**src/rtl/fb_pixel_reader_if.sv**
```systemverilog
// Bundle of the AXI-lite read channel and the outgoing pixel stream of the framebuffer reader.
// The master modport is the reader side; slave is the SRAM arbiter / stream sink side.
interface fb_pixel_reader_if #(
   parameter int unsigned AXI_ADDR_WIDTH = 20,
   parameter int unsigned AXI_DATA_WIDTH = 16,
   parameter int unsigned PIXEL_BITS     = 12
);
   logic [AXI_ADDR_WIDTH-1:0] axi_araddr;
   logic                      axi_arvalid;
   logic                      axi_arready;
   logic [AXI_DATA_WIDTH-1:0] axi_rdata;
   logic [1:0]                axi_rresp;
   logic                      axi_rvalid;
   logic                      axi_rready;
   logic [PIXEL_BITS-1:0]     pixel_data;
   logic                      pixel_line_last;
   logic                      pixel_frame_last;
   logic                      pixel_valid;
   logic                      pixel_ready;

   modport master (
      output axi_araddr, axi_arvalid, axi_rready,
      output pixel_data, pixel_line_last, pixel_frame_last, pixel_valid,
      input  axi_arready, axi_rdata, axi_rresp, axi_rvalid, pixel_ready
   );

   modport slave (
      input  axi_araddr, axi_arvalid, axi_rready,
      input  pixel_data, pixel_line_last, pixel_frame_last, pixel_valid,
      output axi_arready, axi_rdata, axi_rresp, axi_rvalid, pixel_ready
   );
endinterface

```
**src/rtl/fb_pixel_reader.sv**
```systemverilog
// Streams one frame of the selected framebuffer, raster order, from the AXI-lite read channel
// into a ready/valid pixel stream with line/frame markers. Reads are credit-limited by the FIFO.
module fb_pixel_reader #(
   parameter int unsigned H_VISIBLE      = 640,
   parameter int unsigned V_VISIBLE      = 480,
   parameter int unsigned AXI_ADDR_WIDTH = 20,
   parameter int unsigned AXI_DATA_WIDTH = 16,
   parameter int unsigned PIXEL_BITS     = 12,
   parameter int unsigned FB0_BASE       = 0,
   parameter int unsigned FB1_BASE       = H_VISIBLE * V_VISIBLE,
   parameter int unsigned FIFO_DEPTH     = 4
) (
   input  logic              clk,
   input  logic              reset,
   input  logic              start,
   input  logic              fb_sel,
   output logic              busy,
   output logic              frame_done,
   output logic              rd_err,
   fb_pixel_reader_if.master bus
);
   localparam int unsigned TOTAL = H_VISIBLE * V_VISIBLE;
   localparam int unsigned IDX_W = (TOTAL > 1) ? $clog2(TOTAL) : 1;
   localparam int unsigned X_W   = (H_VISIBLE > 1) ? $clog2(H_VISIBLE) : 1;
   localparam int unsigned Y_W   = (V_VISIBLE > 1) ? $clog2(V_VISIBLE) : 1;
   localparam int unsigned PTR_W = $clog2(FIFO_DEPTH);
   localparam int unsigned CNT_W = $clog2(FIFO_DEPTH) + 2;

   localparam logic [IDX_W-1:0]          LAST_IDX = IDX_W'(TOTAL - 1);
   localparam logic [X_W-1:0]            LAST_X   = X_W'(H_VISIBLE - 1);
   localparam logic [Y_W-1:0]            LAST_Y   = Y_W'(V_VISIBLE - 1);
   localparam logic [AXI_ADDR_WIDTH-1:0] BASE0    = AXI_ADDR_WIDTH'(FB0_BASE);
   localparam logic [AXI_ADDR_WIDTH-1:0] BASE1    = AXI_ADDR_WIDTH'(FB1_BASE);
   localparam logic [CNT_W-1:0]          DEPTH_C  = CNT_W'(FIFO_DEPTH);

   localparam logic [1:0] StIdle  = 2'd0;
   localparam logic [1:0] StRun   = 2'd1;
   localparam logic [1:0] StDrain = 2'd2;

   logic [1:0]                state_q, state_d;
   logic                      fb_sel_q, fb_sel_d;
   logic [IDX_W-1:0]          idx_q, idx_d;
   logic [AXI_ADDR_WIDTH-1:0] araddr_q, araddr_d;
   logic                      arvalid_q, arvalid_d;
   logic [CNT_W-1:0]          in_flight_q, in_flight_d;
   logic                      rd_err_q, rd_err_d;
   logic                      frame_done_q, frame_done_d;
   logic [X_W-1:0]            out_x_q, out_x_d;
   logic [Y_W-1:0]            out_y_q, out_y_d;

   // Pixel FIFO: storage ring plus a registered head entry driving the stream.
   logic [PIXEL_BITS-1:0]     mem_q [FIFO_DEPTH];
   logic [PTR_W-1:0]          wr_ptr_q, wr_ptr_d;
   logic [PTR_W-1:0]          rd_ptr_q, rd_ptr_d;
   logic [CNT_W-1:0]          int_cnt_q, int_cnt_d;
   logic                      out_valid_q, out_valid_d;
   logic [PIXEL_BITS-1:0]     out_data_q, out_data_d;
   logic                      mem_we;
   logic                      int_pop;

   logic                      ar_hs;
   logic                      r_hs;
   logic                      pop;
   logic [PIXEL_BITS-1:0]     push_data;
   logic [CNT_W-1:0]          fifo_count;
   logic [CNT_W-1:0]          committed;
   logic                      issue_ok;
   logic                      line_last;
   logic                      frame_last;
   logic                      unused_rdata;

   assign ar_hs      = arvalid_q && bus.axi_arready;
   assign r_hs       = bus.axi_rvalid && (in_flight_q != '0);
   assign pop        = out_valid_q && bus.pixel_ready;
   assign push_data  = bus.axi_rdata[PIXEL_BITS-1:0];
   assign fifo_count = int_cnt_q + CNT_W'(out_valid_q);
   assign line_last  = (out_x_q == LAST_X);
   assign frame_last = line_last && (out_y_q == LAST_Y);

   // Every read owns a FIFO slot from arvalid until its pixel leaves; a pop frees one this cycle.
   assign committed  = in_flight_q + fifo_count + CNT_W'(arvalid_q) - CNT_W'(pop);
   assign issue_ok   = (committed < DEPTH_C);

   always_comb begin
      state_d      = state_q;
      fb_sel_d     = fb_sel_q;
      idx_d        = idx_q;
      araddr_d     = araddr_q;
      arvalid_d    = arvalid_q;
      rd_err_d     = rd_err_q;
      frame_done_d = 1'b0;
      out_x_d      = out_x_q;
      out_y_d      = out_y_q;
      in_flight_d  = in_flight_q + CNT_W'(ar_hs) - CNT_W'(r_hs);

      case (state_q)
         StIdle: begin
            if (start) begin
               state_d   = StRun;
               fb_sel_d  = fb_sel;
               idx_d     = '0;
               araddr_d  = fb_sel ? BASE1 : BASE0;
               arvalid_d = 1'b1;
               rd_err_d  = 1'b0;
               out_x_d   = '0;
               out_y_d   = '0;
            end
         end
         StRun: begin
            if (ar_hs) begin
               if (idx_q == LAST_IDX) begin
                  state_d   = StDrain;
                  arvalid_d = 1'b0;
               end else begin
                  idx_d     = idx_q + IDX_W'(1);
                  araddr_d  = araddr_q + AXI_ADDR_WIDTH'(1);
                  arvalid_d = issue_ok;
               end
            end else if (!arvalid_q) begin
               arvalid_d = issue_ok;
            end
         end
         StDrain: begin
            if (pop && frame_last) begin
               state_d      = StIdle;
               frame_done_d = 1'b1;
            end
         end
         default: state_d = StIdle;
      endcase

      if (r_hs && (bus.axi_rresp != 2'b00)) begin
         rd_err_d = 1'b1;
      end

      if (pop) begin
         if (line_last) begin
            out_x_d = '0;
            out_y_d = (out_y_q == LAST_Y) ? '0 : out_y_q + Y_W'(1);
         end else begin
            out_x_d = out_x_q + X_W'(1);
         end
      end
   end

   always_comb begin
      out_valid_d = out_valid_q;
      out_data_d  = out_data_q;
      rd_ptr_d    = rd_ptr_q;
      int_pop     = 1'b0;
      mem_we      = r_hs;
      if (!out_valid_q || pop) begin
         if (int_cnt_q != '0) begin
            out_valid_d = 1'b1;
            out_data_d  = mem_q[rd_ptr_q];
            rd_ptr_d    = rd_ptr_q + PTR_W'(1);
            int_pop     = 1'b1;
         end else if (r_hs) begin
            // Empty ring: the incoming beat goes straight to the head register.
            out_valid_d = 1'b1;
            out_data_d  = push_data;
            mem_we      = 1'b0;
         end else begin
            out_valid_d = 1'b0;
         end
      end
      wr_ptr_d  = mem_we ? wr_ptr_q + PTR_W'(1) : wr_ptr_q;
      int_cnt_d = int_cnt_q + CNT_W'(mem_we) - CNT_W'(int_pop);
   end

   always_ff @(posedge clk or posedge reset) begin
      if (reset) begin
         state_q      <= StIdle;
         fb_sel_q     <= 1'b0;
         idx_q        <= '0;
         araddr_q     <= '0;
         arvalid_q    <= 1'b0;
         in_flight_q  <= '0;
         rd_err_q     <= 1'b0;
         frame_done_q <= 1'b0;
         out_x_q      <= '0;
         out_y_q      <= '0;
         wr_ptr_q     <= '0;
         rd_ptr_q     <= '0;
         int_cnt_q    <= '0;
         out_valid_q  <= 1'b0;
         out_data_q   <= '0;
      end else begin
         state_q      <= state_d;
         fb_sel_q     <= fb_sel_d;
         idx_q        <= idx_d;
         araddr_q     <= araddr_d;
         arvalid_q    <= arvalid_d;
         in_flight_q  <= in_flight_d;
         rd_err_q     <= rd_err_d;
         frame_done_q <= frame_done_d;
         out_x_q      <= out_x_d;
         out_y_q      <= out_y_d;
         wr_ptr_q     <= wr_ptr_d;
         rd_ptr_q     <= rd_ptr_d;
         int_cnt_q    <= int_cnt_d;
         out_valid_q  <= out_valid_d;
         out_data_q   <= out_data_d;
      end
   end

   always_ff @(posedge clk) begin
      if (mem_we) begin
         mem_q[wr_ptr_q] <= push_data;
      end
   end

   always_ff @(posedge clk) begin
      if (!reset) begin
         assert (!(bus.axi_rvalid && (in_flight_q == '0)))
            else $error("rvalid with no read outstanding");
      end
   end

   assign unused_rdata         = ^bus.axi_rdata;
   assign busy                 = (state_q != StIdle);
   assign frame_done           = frame_done_q;
   assign rd_err               = rd_err_q;
   assign bus.axi_araddr       = araddr_q;
   assign bus.axi_arvalid      = arvalid_q;
   assign bus.axi_rready       = 1'b1;
   assign bus.pixel_data       = out_data_q;
   assign bus.pixel_valid      = out_valid_q;
   assign bus.pixel_line_last  = out_valid_q && line_last;
   assign bus.pixel_frame_last = out_valid_q && frame_last;
endmodule

```
**src/flat_wrapper.sv**
```systemverilog
// flat-port wrapper written by rule: the top's interface ports become plain ports
module fb_pixel_reader_flat 
#(
   parameter int unsigned H_VISIBLE      = 640,
   parameter int unsigned V_VISIBLE      = 480,
   parameter int unsigned AXI_ADDR_WIDTH = 20,
   parameter int unsigned AXI_DATA_WIDTH = 16,
   parameter int unsigned PIXEL_BITS     = 12,
   parameter int unsigned FB0_BASE       = 0,
   parameter int unsigned FB1_BASE       = H_VISIBLE * V_VISIBLE,
   parameter int unsigned FIFO_DEPTH     = 4
)
  (clk, reset, start, fb_sel, busy, frame_done, rd_err, bus_axi_araddr, bus_axi_arvalid, bus_axi_rready, bus_pixel_data, bus_pixel_line_last, bus_pixel_frame_last, bus_pixel_valid, bus_axi_arready, bus_axi_rdata, bus_axi_rresp, bus_axi_rvalid, bus_pixel_ready);
  fb_pixel_reader_if #(.AXI_ADDR_WIDTH(AXI_ADDR_WIDTH), .AXI_DATA_WIDTH(AXI_DATA_WIDTH), .PIXEL_BITS(PIXEL_BITS)) bus_i ();
  input  logic clk;
  input  logic reset;
  input  logic start;
  input  logic fb_sel;
  output logic busy;
  output logic frame_done;
  output logic rd_err;
  output wire logic [$bits(bus_i.axi_araddr)-1:0] bus_axi_araddr;
  output wire logic [$bits(bus_i.axi_arvalid)-1:0] bus_axi_arvalid;
  output wire logic [$bits(bus_i.axi_rready)-1:0] bus_axi_rready;
  output wire logic [$bits(bus_i.pixel_data)-1:0] bus_pixel_data;
  output wire logic [$bits(bus_i.pixel_line_last)-1:0] bus_pixel_line_last;
  output wire logic [$bits(bus_i.pixel_frame_last)-1:0] bus_pixel_frame_last;
  output wire logic [$bits(bus_i.pixel_valid)-1:0] bus_pixel_valid;
  input wire logic [$bits(bus_i.axi_arready)-1:0] bus_axi_arready;
  input wire logic [$bits(bus_i.axi_rdata)-1:0] bus_axi_rdata;
  input wire logic [$bits(bus_i.axi_rresp)-1:0] bus_axi_rresp;
  input wire logic [$bits(bus_i.axi_rvalid)-1:0] bus_axi_rvalid;
  input wire logic [$bits(bus_i.pixel_ready)-1:0] bus_pixel_ready;
  assign bus_axi_araddr = bus_i.axi_araddr;
  assign bus_axi_arvalid = bus_i.axi_arvalid;
  assign bus_axi_rready = bus_i.axi_rready;
  assign bus_pixel_data = bus_i.pixel_data;
  assign bus_pixel_line_last = bus_i.pixel_line_last;
  assign bus_pixel_frame_last = bus_i.pixel_frame_last;
  assign bus_pixel_valid = bus_i.pixel_valid;
  assign bus_i.axi_arready = bus_axi_arready;
  assign bus_i.axi_rdata = bus_axi_rdata;
  assign bus_i.axi_rresp = bus_axi_rresp;
  assign bus_i.axi_rvalid = bus_axi_rvalid;
  assign bus_i.pixel_ready = bus_pixel_ready;
  fb_pixel_reader #(.H_VISIBLE(H_VISIBLE), .V_VISIBLE(V_VISIBLE), .AXI_ADDR_WIDTH(AXI_ADDR_WIDTH), .AXI_DATA_WIDTH(AXI_DATA_WIDTH), .PIXEL_BITS(PIXEL_BITS), .FB0_BASE(FB0_BASE), .FB1_BASE(FB1_BASE), .FIFO_DEPTH(FIFO_DEPTH)) u_core (.clk(clk), .reset(reset), .start(start), .fb_sel(fb_sel), .busy(busy), .frame_done(frame_done), .rd_err(rd_err), .bus(bus_i));
endmodule
```
**config.mk**
```make
export PLATFORM = sky130hd
export DESIGN_NAME = fb_pixel_reader_flat
export DESIGN_NICKNAME = d
export VERILOG_FILES = /design/src/rtl/fb_pixel_reader_if.sv /design/src/rtl/fb_pixel_reader.sv /design/src/flat_wrapper.sv
export SDC_FILE = /design/constraint.sdc
export NUM_CORES = 1
export LEC_CHECK = 0
export BUFFER_PORTS_ARGS = -buffer_cell sky130_fd_sc_hd__buf_2
export CAP_MARGIN = 20
export CORE_ASPECT_RATIO = 0.9
export CORE_MARGIN = 10
export CORE_UTILIZATION = 64
export DETAILED_ROUTE_END_ITERATION = 16
export GPL_ROUTABILITY_DRIVEN = 0
export PLACE_DENSITY = 0.82
export SYNTH_ARGS = -nofsm -noshare
export SYNTH_HDL_FRONTEND = slang
export SYNTH_SLANG_ARGS = --single-unit
```
**constraint.sdc**
```tcl
create_clock -name clk -period 7 [get_ports clk]
set_input_delay 0.35 -clock clk [delete_from_list [all_inputs] [get_ports clk]]
set_output_delay 0.35 -clock clk [all_outputs]
set_load 0.03 [all_outputs]
```
Yosys cells after proc, flatten, opt, wreduce, memory -nomap -nowiden
Memory sizes are Yosys's and may differ from the RTL's.
Cells that the tools add are included.
- bits in writable memories: 48
- memories: 1
- register bits: 88
- reductions and logical operators: 28
- equality and inequality tests: 10
- add/subtract/negate cells: 14
- $lt $le $gt $ge: 1
- multiplexer cells: 43
- memories (name ; depth ; bits a word ; read ports ; clocked after memory_dff ; write ports ; line ; RTL):
    u_core.mem_q ; 4 ; 12 ; 1 ; 0 ; 1 ; fb_pixel_reader.sv:52 ; logic [PIXEL_BITS-1:0] mem_q [FIFO_DEPTH];
- operator list (cell ; number):
    2-to-1 mux 19 bit ; 4
    2-to-1 mux 20 bit ; 3
    2-to-1 mux 9 bit ; 5
    2-to-1 mux 10 bit ; 4
    one-hot mux 20 bit (2 select lines) ; 1
    one-hot mux 19 bit (2 select lines) ; 1
    2-to-1 mux 12 bit ; 2
    adder 20 x 1 -> 20 bit (second input constant) ; 1
    adder 19 x 1 -> 19 bit (second input constant) ; 1
    == test 19 bit (second input constant) ; 1
    2-to-1 mux 1 bit ; 17
    adder 4 x 1 -> 4 bit ; 4
    nonzero test 2 bit ; 8
    subtractor 4 x 1 -> 4 bit ; 3
    adder 10 x 1 -> 10 bit (second input constant) ; 1
    == test 10 bit (second input constant) ; 1
    AND reduction 2 bit ; 5
    adder 9 x 1 -> 9 bit (second input constant) ; 1
    == test 9 bit (second input constant) ; 1
    logical AND 1 bit ; 8
    2-to-1 mux 2 bit ; 4
    AND reduction 4 bit ; 2
    nonzero test 4 bit ; 2
    != test 2 x 1 -> 1 bit (second input constant) ; 3
    other kinds (11) ; 13

Depth between registers and ports, before layout
Gate-level depths: netlist of run 1.
- depth in word-level cells: 8
- mapped depth: 11

Worst setup path after synthesis of run 1
Ideal clock, no wire load.
- kind: register -> output
- start point: register u_core.out_x_q[7]
- end point: output port bus_pixel_frame_last
- arrival: 2.232 ns
- stages on the path, launching flop included: 4
- buffers on the path: 0
- data required time: 6.650 ns
- path slack: 4.418 ns
- path through: dfrtp_1 or3b_1 nor4_1 and2_1
- longest elaborated chain between the ends: 3
- RTL lines (what ; line ; RTL):
    from (decl) ; fb_pixel_reader.sv:48 ; logic [X_W-1:0] out_x_q, out_x_d;
    from (signal assigned) ; fb_pixel_reader.sv:197 ; out_x_q <= out_x_d;
    == test 10 bit ; fb_pixel_reader.sv:77 ; assign line_last = (out_x_q == LAST_X);
    logical AND 1 bit ; fb_pixel_reader.sv:78 ; assign frame_last = line_last && (out_y_q == LAST_Y);
    logical AND 1 bit ; fb_pixel_reader.sv:230 ; assign bus.pixel_frame_last = out_valid_q && frame_last;
    to (decl) ; flat_wrapper.sv:27 ; output wire logic [$bits(bus_i.pixel_frame_last)-1:0] bus_pixel_frame_last;
Every way passes these cells.

Worst setup path after layout of run 1
- start point: register u_core.int_cnt_q[2]
- end point: register u_core.int_cnt_q[3]
- elaborated cells between the ends (all ways): 7
- RTL lines (what ; line ; RTL):
    from (decl) ; fb_pixel_reader.sv:55 ; logic [CNT_W-1:0] int_cnt_q, int_cnt_d;
    from (signal assigned) ; fb_pixel_reader.sv:201 ; int_cnt_q <= int_cnt_d;
    nonzero test 4 bit ; fb_pixel_reader.sv:153 ; if (int_cnt_q != '0) begin
    2-to-1 mux 1 bit ; fb_pixel_reader.sv:153 ;
    2-to-1 mux 1 bit ; fb_pixel_reader.sv:152 ; if (!out_valid_q || pop) begin
    via u_core.int_pop ; fb_pixel_reader.sv:59 ; logic int_pop;
    subtractor 4 x 1 -> 4 bit ; fb_pixel_reader.sv:168 ; int_cnt_d = int_cnt_q + CNT_W'(mem_we) - CNT_W'(int_pop);
    via u_core.int_cnt_d[3] ; fb_pixel_reader.sv:55 ;
The timed path passes the listed nets, and every way through them passes these cells.
A chain may end at the register's enable or synchronous reset.

==> results of run 1 <==
-- registers in the layout, summed over array words and instances, names as in the netlist, 2 cells and up --
register	count
u_core.mem_q	48
u_core.bus.axi_araddr	20
u_core.idx_q	19
u_core.bus.pixel_data	12
u_core.out_x_q	10
u_core.out_y_q	9
u_core.in_flight_q	4
u_core.int_cnt_q	4
u_core.rd_ptr_q	2
u_core.state_q	2
u_core.wr_ptr_q	2
-- worst register-to-register path: cells and delay by family (launching register included) --
family | cells | cell delay, ps
xor+xnor | 1 | 190
fa+ha+maj | 3 | 720
buf+inv | 2 | 190
flops | 1 | 370
simple gates | 2 | 1090
compound gates | 2 | 440
-- per-stage QoR --
stage	total power [W]	worst slack (ps)
after floorplan	0.001851	4371
after global placement	0.002029	4180
after detailed placement	0.002106	4062
after CTS	0.003123	3993
after global routing	0.003274	3807
final	0.003116	3929
-- routing by layer --
metal | global-route usage, % | vias to the layer above | wire [um]
li1 | - | 2334 | -
met2 | 34.75 | 186 | 8111
met1 | 26.19 | 2529 | 6452
met4 | 6.118 | 0 | 250
met3 | 6.033 | 26 | 1030
met5 | 0 | - | 0
-- logic make-up (layout without fill, tap and decap cells) --
kind of cell | after synthesis | in the layout | share of synthesized area (%)
adders and majority gates | 28 | 28 | 5.534
muxes | 26 | 26 | 6.128
and+or+nand+nor | 212 | 212 | 16.53
AOI/OAI and AO/OA | 122 | 122 | 11.11
other | 1 | 1 | 0.05566
buffers and inverters | 56 | 130 | 3.584
DFF | 136 | 136 | 54.08
xor gates and xnor gates | 23 | 23 | 2.990
-- final timing paths --
kind	from	end	slack [ps]	cells past startpoint
min in group asynchronous	reset	u_core.out_x_q[1]$_DFFE_PP0P_	500	3
worst min-delay path	bus_axi_rdata[6]	u_core.mem_q[3][6]$_DFFE_PP_	170	1
max in group asynchronous	reset	u_core.bus.pixel_data[4]$_DFFE_PP0P_	5290	4
worst max register to register	u_core.int_cnt_q[2]$_DFF_PP0_	u_core.int_cnt_q[3]$_DFF_PP0_	3930	10
worst max-delay path	u_core.int_cnt_q[2]$_DFF_PP0_	u_core.int_cnt_q[3]$_DFF_PP0_	3930	10
worst min register to register	u_core.rd_err$_DFFE_PP0P_	u_core.rd_err$_DFFE_PP0P_	500	2
-- final cells by class --
class,instances,area (um2)
Sequential cell,136,3643
Multi-Input combinational cell,412,2859
Fill cell,676,2484
Clock buffer,19,442.9
Timing Repair Buffer,62,320.3
Clock inverter,13,200.2
Tap cell,129,161.4
Inverter,36,136.4
-- cell usage after synthesis, types with 6 or more instances --
master	n
xor2_1	10
a22o_1	6
and2_1	12
nand4_1	11
mux2i_1	12
o31ai_1	10
mux4_2	12
clkbuf_1	10
or4_1	10
nand2_1	49
inv_1	36
o21ai_0	35
ha_1	25
dfrtp_1	88
edfxtp_1	48
nor3_1	11
xnor2_1	13
and3_1	6
nand3_1	20
nor2_1	47
o211ai_1	7
a21oi_1	37
or3_1	16
-- timing repair --
action                    4_1_cts  5_1_grt
hold buffers                    1        0
hold endpoints to repair       28        0
setup buffers                   0        0
-- power by group through the flow --
stage	Sequential, W	Clock, W	Combinational [W]
after detailed placement	0.00118	0	0.000929
after global placement	0.00116	0	0.000868
final	0.00117	0.000981	0.000966
after floorplan	0.00122	0	0.000636
after global routing	0.00120	0.00102	0.00106
after CTS	0.00117	0.000980	0.000973
==> flow_summary.json, run 1 <==
{
  "status": "completed",
  "timing.critical_path.buf_inv": 2,
  "instances_no_fill": 807,
  "path_class": "flop to flop",
  "wl_per_cell_um": 19.63,
  "synth_top_cell_area_share_pct": 32.68,
  "final_common_cell": "dfrtp_1",
  "cts-resized-gates": 0,
  "ys_seq_area_share_pct": 54.08,
  "ys_ff_latch": 136,
  "crit_family": "simple AND/OR/NAND/NOR gates",
  "postPlaceCellArea_um2": 7111,
  "syn-num-nets": 657,
  "tns_ps": 0,
  "track_usage_pct": 21.08,
  "most-common-layout-cells": "dfrtp_1, buf_2, nand2_1",
  "syn_to_final_growth_pct": 15.23,
  "p_clk_share_pct": 31.5,
  "fin_crit_ps": 3071,
  "cp.arrival_ps": 3400,
  "clock-root-buffer": "clkbuf_16",
  "drtAntennaViolNets": 0,
  "cts_tree": "yes",
  "io_pins": 65,
  "die_h_um": 117.3,
  "clock_latency_ps": 410,
  "slowest_delay_ps": 840,
  "min-delay-path-class": "input pin to flop",
  "finalClockSkew_ps": 7.084,
  "netlist_area_um2": 6738,
  "cap_violations": 0,
  "grt_pass1_vias": 5252,
  "drive_gt1_share_pct": 17.40,
  "core_um2": 10250,
  "path_cells": "inv_1 -> ha_1 -> and3_1 -> nor2_1 -> ha_1 -> inv_1 -> ha_1 -> a21o_1 -> a21oi_1 -> xor2_1",
  "clkTransAtPathRegs_ps": 60,
  "drtIter0Drc": 567,
  "p_leak_nw": 3.227,
  "power_frac_comb_pct": 31.0,
  "rows": 35,
  "drcViolationCount": 0,
  "end_kind": "flop",
  "ys.flop_type": "dfrtp_1",
  "utilization_pct": 75.76,
  "powerDensity_nw_per_um2": 401.4,
  "grt-ovfl-total": 0,
  "worstPathRequired_ps": 7330,
  "die_w_um": 128.2,
  "max_freq_ghz": 0.3256,
  "num_antenna_cells": 0,
  "crit_slowest_cell": "and3_1",
  "finalHoldViolCount": 0,
  "numCtsBuffers": 17,
  "cpMostUsedCell": "ha_1",
  "antenna_found_initial": 0,
  "async_reset_ff_share_pct": 64.71,
  "vias": 5075,
  "final_max_slew_viol_count": 0,
  "switchingPower_w": 0.001066,
  "clock_path_buffers": 2,
  "firstDrtPassIters": 5,
  "syn_area_per_cell_um2": 11.16,
  "num-nets-final": 718,
  "slew_headroom_pct": 28.51,
  "fin_crit_sh_pct": 43.87,
  "io_buffer_count": 59,
  "start_util_pct": 65.75,
  "synth_top_cell_by_area": "dfrtp_1",
  "grt_pass1_wl_um": 25940,
  "grt_max_degree": 61,
  "p_sw_share_pct": 34.22,
  "post-place-cells": 774,
  "synthTopCellsByArea": "dfrtp_1, edfxtp_1, ha_1",
  "seqPwrFrac_pct": 37.5,
  "rsz0062_at_grt": "no",
  "peakVddDrop_mv": 0.2541,
  "clock-sinks": 136,
  "synth-edff-count": 48,
  "cp-start-kind": "flop",
  "ys_types": 61,
  "worstMarginPinSlew_ps": 1072,
  "design_area_um2": 7764,
  "htree_num_levels": 4,
  "ys_warn_count": 0,
  "setup_viol": 0,
  "hpwl_um": 10340,
  "internal_power_w": 0.002050,
  "vias_per_cell": 6.289,
  "hold-worst-slack_ps": 169.0,
  "drt-total-wl_um": 15840,
  "synthCells": 604,
  "cp_max_fo": 15,
  "dieArea_um2": 15040
}
Power figures use the tool's default switching activity.
==> run 2: changes to the inputs <==
Settings changed: ABC_AREA from default to 1, CORE_UTILIZATION 64 to 54, PLACE_DENSITY 0.82 to 0.73.
Clock period 7 ns to 2.5 ns, I/O delays scaled along.
==> run 2 against run 1 <==
Clock power rose to 2.6 times the previous value. Non-clock buffer count rose by 26. Routed wire length increased by 1.8%. First-iteration DRC count decreased by 35%. Global-route usage down 2.7 points. Utilization is 11 points lower. Critical endpoint is now u_core.bus.axi_arvalid$_DFFE_PP0P_. Largest cell class unchanged.
==> flow_summary.json, run 2 <==
{
  "dieArea_um2": 18700,
  "antenna_found_initial": 0,
  "multi_input_area_um2": 3152,
  "most-common-layout-cells": "nand2_1, inv_1, dfrtp_1",
  "hpwl_um": 10930,
  "track_usage_pct": 18.42,
  "min-delay-path-class": "input pin to flop",
  "drtIter0Drc": 370,
  "worstPathRequired_ps": 2830,
  "max_freq_ghz": 0.4491,
  "ys_types": 41,
  "slowest_delay_ps": 390,
  "syn_area_per_cell_um2": 8.416,
  "fin_crit_ps": 2226,
  "num_antenna_cells": 0,
  "synthTopCellsByArea": "dfrtp_1, edfxtp_1, nand2_1",
  "clock_path_buffers": 2,
  "vias_per_cell": 5.257,
  "clock_latency_ps": 430,
  "cpMostUsedCell": "nand2_1",
  "end_kind": "flop",
  "cp.arrival_ps": 2550,
  "worstMarginPinSlew_ps": 768.5,
  "dp_slack_ps": 289.5,
  "status": "completed",
  "synth_top_cell_by_area": "dfrtp_1",
  "cts-resized-gates": 0,
  "drt-total-wl_um": 16130,
  "n_fill_cell": 1091,
  "reg2regPathDepth": 14,
  "cp-start-kind": "flop",
  "htree_num_levels": 4,
  "io_buffer_count": 59,
  "ys_warn_count": 0,
  "ys.flop_type": "dfrtp_1",
  "timing.critical_path.buf_inv": 3,
  "cp_max_fo": 5,
  "grt_max_degree": 46,
  "path_depth": 14,
  "synth_top_cell_area_share_pct": 29.94,
  "firstDrtPassIters": 5,
  "tns_ps": 0,
  "syn-num-nets": 927,
  "largest_reg_flops": 48,
  "synthCells": 874,
  "path_class": "flop to flop",
  "wl_per_cell_um": 14.16,
  "synth-edff-count": 48,
  "core_um2": 13360,
  "grt_pass1_vias": 5745,
  "fin_crit_sh_pct": 89.06,
  "peakVddDrop_mv": 0.7396,
  "min_path_cells": 4,
  "vias": 5988,
  "slew_headroom_pct": 48.76,
  "drtAntennaViolNets": 0,
  "ys_ff_latch": 136,
  "clkTransAtPathRegs_ps": 60,
  "crit_slowest_cell": "dfrtp_1",
  "cap_violations": 0,
  "rows": 40,
  "ys_seq_area_share_pct": 49.53,
  "yosysMostFrequentCell": "nand2_1",
  "register_area_um2": 3643,
  "grt-ovfl-total": 0,
  "crit_family": "adder cells",
  "finalClockSkew_ps": 8.898,
  "rsz0062_at_grt": "no",
  "die_h_um": 130.7,
  "setup_viol": 0,
  "clock-sinks": 136,
  "grt_pass1_wl_um": 27590,
  "syn_to_final_growth_pct": 17.28,
  "clock-root-buffer": "clkbuf_16",
  "drcViolationCount": 0,
  "io_pins": 65,
  "final_max_slew_viol_count": 0,
  "setup_slack_ps": 273.6,
  "cts_tree": "yes",
  "die_w_um": 143.0,
  "utilization_pct": 64.56,
  "netlist_area_um2": 7356,
  "num-nets-final": 1011,
  "powerDensity_nw_per_um2": 1088,
  "yosys-top-cells-count": "nand2_1, inv_1, dfrtp_1",
  "regMostFlops": "u_core.mem_q",
  "async_reset_ff_share_pct": 64.71,
  "numCtsBuffers": 17,
  "drive_gt1_share_pct": 14.32,
  "p_leak_nw": 3.944,
  "instances_no_fill": 1139,
  "finalHoldViolCount": 0,
  "start_util_pct": 55.05,
  "post-place-cells": 1091,
  "final_common_cell": "nand2_1",
  "path_cells": "nand2_1 -> inv_1 -> ha_1 -> fa_1 -> inv_1 -> ha_1 -> nand4_1 -> nand2_1 -> inv_1 -> nand2_1 -> nand2_1 -> nor2_1 -> nor2_1 -> nor2_1"
}
-- run 2: cell types whose count changed in the layout (fill, tap and decap cells not counted), sizes merged, moves of 22 or more --
| cell | change |
|---|---|
| inv | +82 |
| nand2 | +181 |
| nand3 | +47 |
| nor2 | +49 |
| o21ai | +22 |
-- run 2: what timing repair did --
action,in CTS,in global routing
hold endpoints to repair,96,0
setup buffers,0,0
hold buffers,16,0
setup endpoints to repair,0,0
-- run 2: logic make-up (layout without fill, tap and decap cells) --
family,Yosys count,in the layout,synth area share [%]
AO/OA/AOI/OAI,118,118,9.492
AND/OR/NAND/NOR,423,423,24.90
buffers and inverters,140,237,7.620
XOR/XNOR,28,28,3.334
other,1,1,0.05098
adder cells (fa/ha/maj),28,28,5.069
flip-flops,136,136,49.53
-- run 2: metrics by stage --
stage	total power [W]	area, um2	hold WS [ps]
after global routing	0.01012	8627	97.20
after CTS	0.009468	8627	49.46
after floorplan	0.005966	7356	221.4
final	0.009389	8627	63.72
after detailed placement	0.006873	7868	231.5
after global placement	0.006742	7868	233.2
-- run 2: report_power, final --
group	switching (W)	total (W)	internal, W	leakage [nW]
registers	0.000390	0.00323	0.00284	1.59
clock network	0.000949	0.00255	0.00160	0.284
logic	0.00233	0.00362	0.00128	2.07
-- run 2: cell type report --
cell class	instances	area share [%]
clock inverter	11	1.726
inverter	117	5.149
sequential	136	42.23
multi-input combinational	598	36.53
tap	168	2.437
timing repair buffer	88	6.701
clock buffer	21	5.221
-- run 2: path summary, 6_finish.rpt --
path / startpoint / endpoint / slack, ps
min in group asynchronous: reset / u_core.bus.axi_araddr[3]$_DFFE_PP0P_ / 310
min reg2reg: u_core.bus.pixel_data[10]$_DFFE_PP0P_ / u_core.bus.pixel_data[10]$_DFFE_PP0P_ / 480
max: u_core.bus.pixel_valid$_DFFE_PP0N_ / u_core.bus.axi_arvalid$_DFFE_PP0P_ / 270
max reg2reg: u_core.bus.pixel_valid$_DFFE_PP0N_ / u_core.bus.axi_arvalid$_DFFE_PP0P_ / 270
min: bus_axi_arready / u_core.bus.axi_arvalid$_DFFE_PP0P_ / 60
max in group asynchronous: reset / u_core.bus.pixel_data[5]$_DFFE_PP0P_ / 1530
-- run 2: worst register-to-register path, stage by stage (launching register included) --
cell	delay, ps
dfrtp_1	390
nand2_1	120
inv_1	210
ha_1	280
fa_1	350
inv_1	60
ha_1	230
nand4_1	90
nand2_1	70
inv_1	50
nand2_1	50
nand2_1	60
nor2_1	40
nor2_1	70
nor2_1	40
-- run 2: layer usage --
metal,track usage [%],vias to the layer above,wire [um]
li1,-,3021,-
met1,24.07,2825,7563
met2,29.32,118,7453
met3,4.762,24,867
met4,6.242,0,240
met5,0,-,0
==> run 3: changes to the inputs <==
Settings changed: PLACE_DENSITY 0.73 to 0.8.
==> run 3 against run 2 <==
Critical path depth decreased by 6. Sequential cell count unchanged. Routed wire length up 5.4%. Global-route usage is 0.96 points higher. Setup slack worse by 20 ps. Combinational power increased by 4%. Final cell count unchanged. Via count rose by 2.0%. Clock-buffer cell count down 3. Clock power down 5%. Critical path type is now flop to output port. Critical endpoint is now bus_pixel_frame_last. Largest cell class unchanged. Highest routed layer unchanged.
==> flow_summary.json, run 3 (synthesis gave the netlist of run 2 again) <==
{
  "reg2regPathDepth": 9,
  "switchingPower_w": 0.003870,
  "utilization_pct": 64.34,
  "die_h_um": 130.7,
  "rsz0062_at_grt": "no",
  "cts_tree": "yes",
  "start_util_pct": 55.05,
  "vias_per_cell": 5.361,
  "wl_per_cell_um": 14.92,
  "cap_violations": 0,
  "internal_power_w": 0.005453,
  "num_antenna_cells": 0,
  "fin_crit_ps": 2247,
  "hold-worst-slack_ps": 57.73,
  "status": "completed",
  "dieArea_um2": 18700,
  "finalClockSkew_ps": 7.999,
  "drtAntennaViolNets": 0,
  "final_max_slew_viol_count": 0,
  "min-delay-path-class": "input pin to flop",
  "dp_slack_ps": 282.4,
  "track_usage_pct": 19.39,
  "firstDrtPassIters": 5,
  "most-common-layout-cells": "nand2_1, inv_1, dfrtp_1",
  "seqPwrFrac_pct": 33.8,
  "vias": 6106,
  "min_path_cells": 4,
  "clock_latency_ps": 430,
  "grt_max_degree": 56,
  "drt-total-wl_um": 16990,
  "cp-start-kind": "flop",
  "drcViolationCount": 0,
  "hold_path_end": "u_core.bus.axi_arvalid$_DFFE_PP0P_",
  "cts_setup_buffers": 0,
  "worstPathRequired_ps": 2380,
  "htree_num_levels": 4,
  "drive_gt1_share_pct": 14.62,
  "die_w_um": 143.0,
  "io_buffer_count": 59,
  "finalHoldViolCount": 0,
  "drtIter0Drc": 509,
  "final_common_cell": "nand2_1",
  "p_sw_share_pct": 41.51,
  "power_frac_comb_pct": 40.2,
  "grt_pass1_vias": 6111,
  "slew_headroom_pct": 56.45,
  "syn_to_final_growth_pct": 16.89,
  "core_um2": 13360,
  "numCtsBuffers": 17,
  "p_leak_nw": 3.944,
  "cp.arrival_ps": 2120,
  "grt_pass1_wl_um": 28990,
  "min-delay-start": "bus_axi_arready",
  "setup_viol": 0,
  "end_kind": "output port",
  "max_freq_ghz": 0.4451,
  "powerDensity_nw_per_um2": 1084,
  "p_clk_share_pct": 26.0,
  "peakVddDrop_mv": 0.7011,
  "grt-ovfl-total": 0,
  "cts-resized-gates": 0,
  "r2r_slack_ps": 270,
  "num-nets-final": 1011,
  "fin_total_pwr_w": 0.009323,
  "clock-root-buffer": "clkbuf_16",
  "path_class": "flop to output port",
  "io_pins": 65,
  "cts_hold_buf": 16,
  "regMostFlops": "u_core.mem_q",
  "rr_endpoint": "u_core.int_cnt_q[2]$_DFF_PP0_",
  "clock-sinks": 136,
  "cp_max_fo": 6,
  "fin_crit_sh_pct": 89.87,
  "setup_slack_ps": 253.4,
  "antenna_found_initial": 0,
  "hpwl_um": 11390,
  "clkTransAtPathRegs_ps": 60,
  "clock_path_buffers": 2,
  "tns_ps": 0,
  "largest_reg_flops": 48,
  "rows": 40,
  "r2r_start": "u_core.int_cnt_q[2]$_DFF_PP0_",
  "worstMarginPinSlew_ps": 652.5
}
==> run 3: power by group through the flow <==
stage,Sequential [W],Clock [W],Combinational (W)
2_1_floorplan,0.00343,0,0.00253
3_3_place_gp,0.00317,0,0.00356
3_5_place_dp,0.00318,0,0.00370
4_1_cts,0.00315,0.00245,0.00378
5_1_grt,0.00321,0.00254,0.00424
6_report,0.00315,0.00242,0.00375
==> run 3: how the worst max path moves through the flow <==
stage	start	endpoint	slack, ps	cells after the start
6_report	u_core.out_x_q[0]$_DFFE_PP0P_	bus_pixel_frame_last	250	8
2_1_floorplan	reset	u_core.bus.axi_araddr[0]$_DFFE_PP0P_	100	1
3_3_place_gp	u_core.bus.pixel_valid$_DFFE_PP0N_	u_core.bus.axi_arvalid$_DFFE_PP0P_	340	14
5_1_grt	u_core.bus.pixel_valid$_DFFE_PP0N_	u_core.bus.axi_arvalid$_DFFE_PP0P_	70	13
4_1_cts	u_core.out_x_q[0]$_DFFE_PP0P_	bus_pixel_frame_last	240	8
3_5_place_dp	u_core.bus.pixel_valid$_DFFE_PP0N_	u_core.bus.axi_arvalid$_DFFE_PP0P_	280	14
==> run 3: metal layers <==
metal	track usage (%)	vias to the layer above	wire length, um
li1	-	3008	-
met4	7.212	0	215
met2	31.95	184	8239
met1	24.59	2895	7506
met3	4.365	19	1031
met5	0	-	0
==> run 3: area by class of cell <==
type                    count  area, um2
well taps                 168      210.2
repair buffers             88      578.1
multi-input cells         598       3152
inverters                 117      442.9
clock buffers              18      439.2
clock inverters            14      132.6
flip-flops and latches    136       3643
fillers                  1054       4765
==> run 3: through the flow <==
step	instances	instance area (um2)
global placement	1091	7866
finish	1139	8598
global route	1139	8598
CTS	1139	8598
detailed placement	1091	7866
floorplan	874	7356
==> run 3: worst max-delay path: stages, from the launching register on <==
cell     delay (ps)
dfrtp_1         430
ha_1            190
nand2_1          80
nor2_2          200
nand4_4         170
nor2_4          160
nand2_1         100
nor2_1          140
buf_2           220
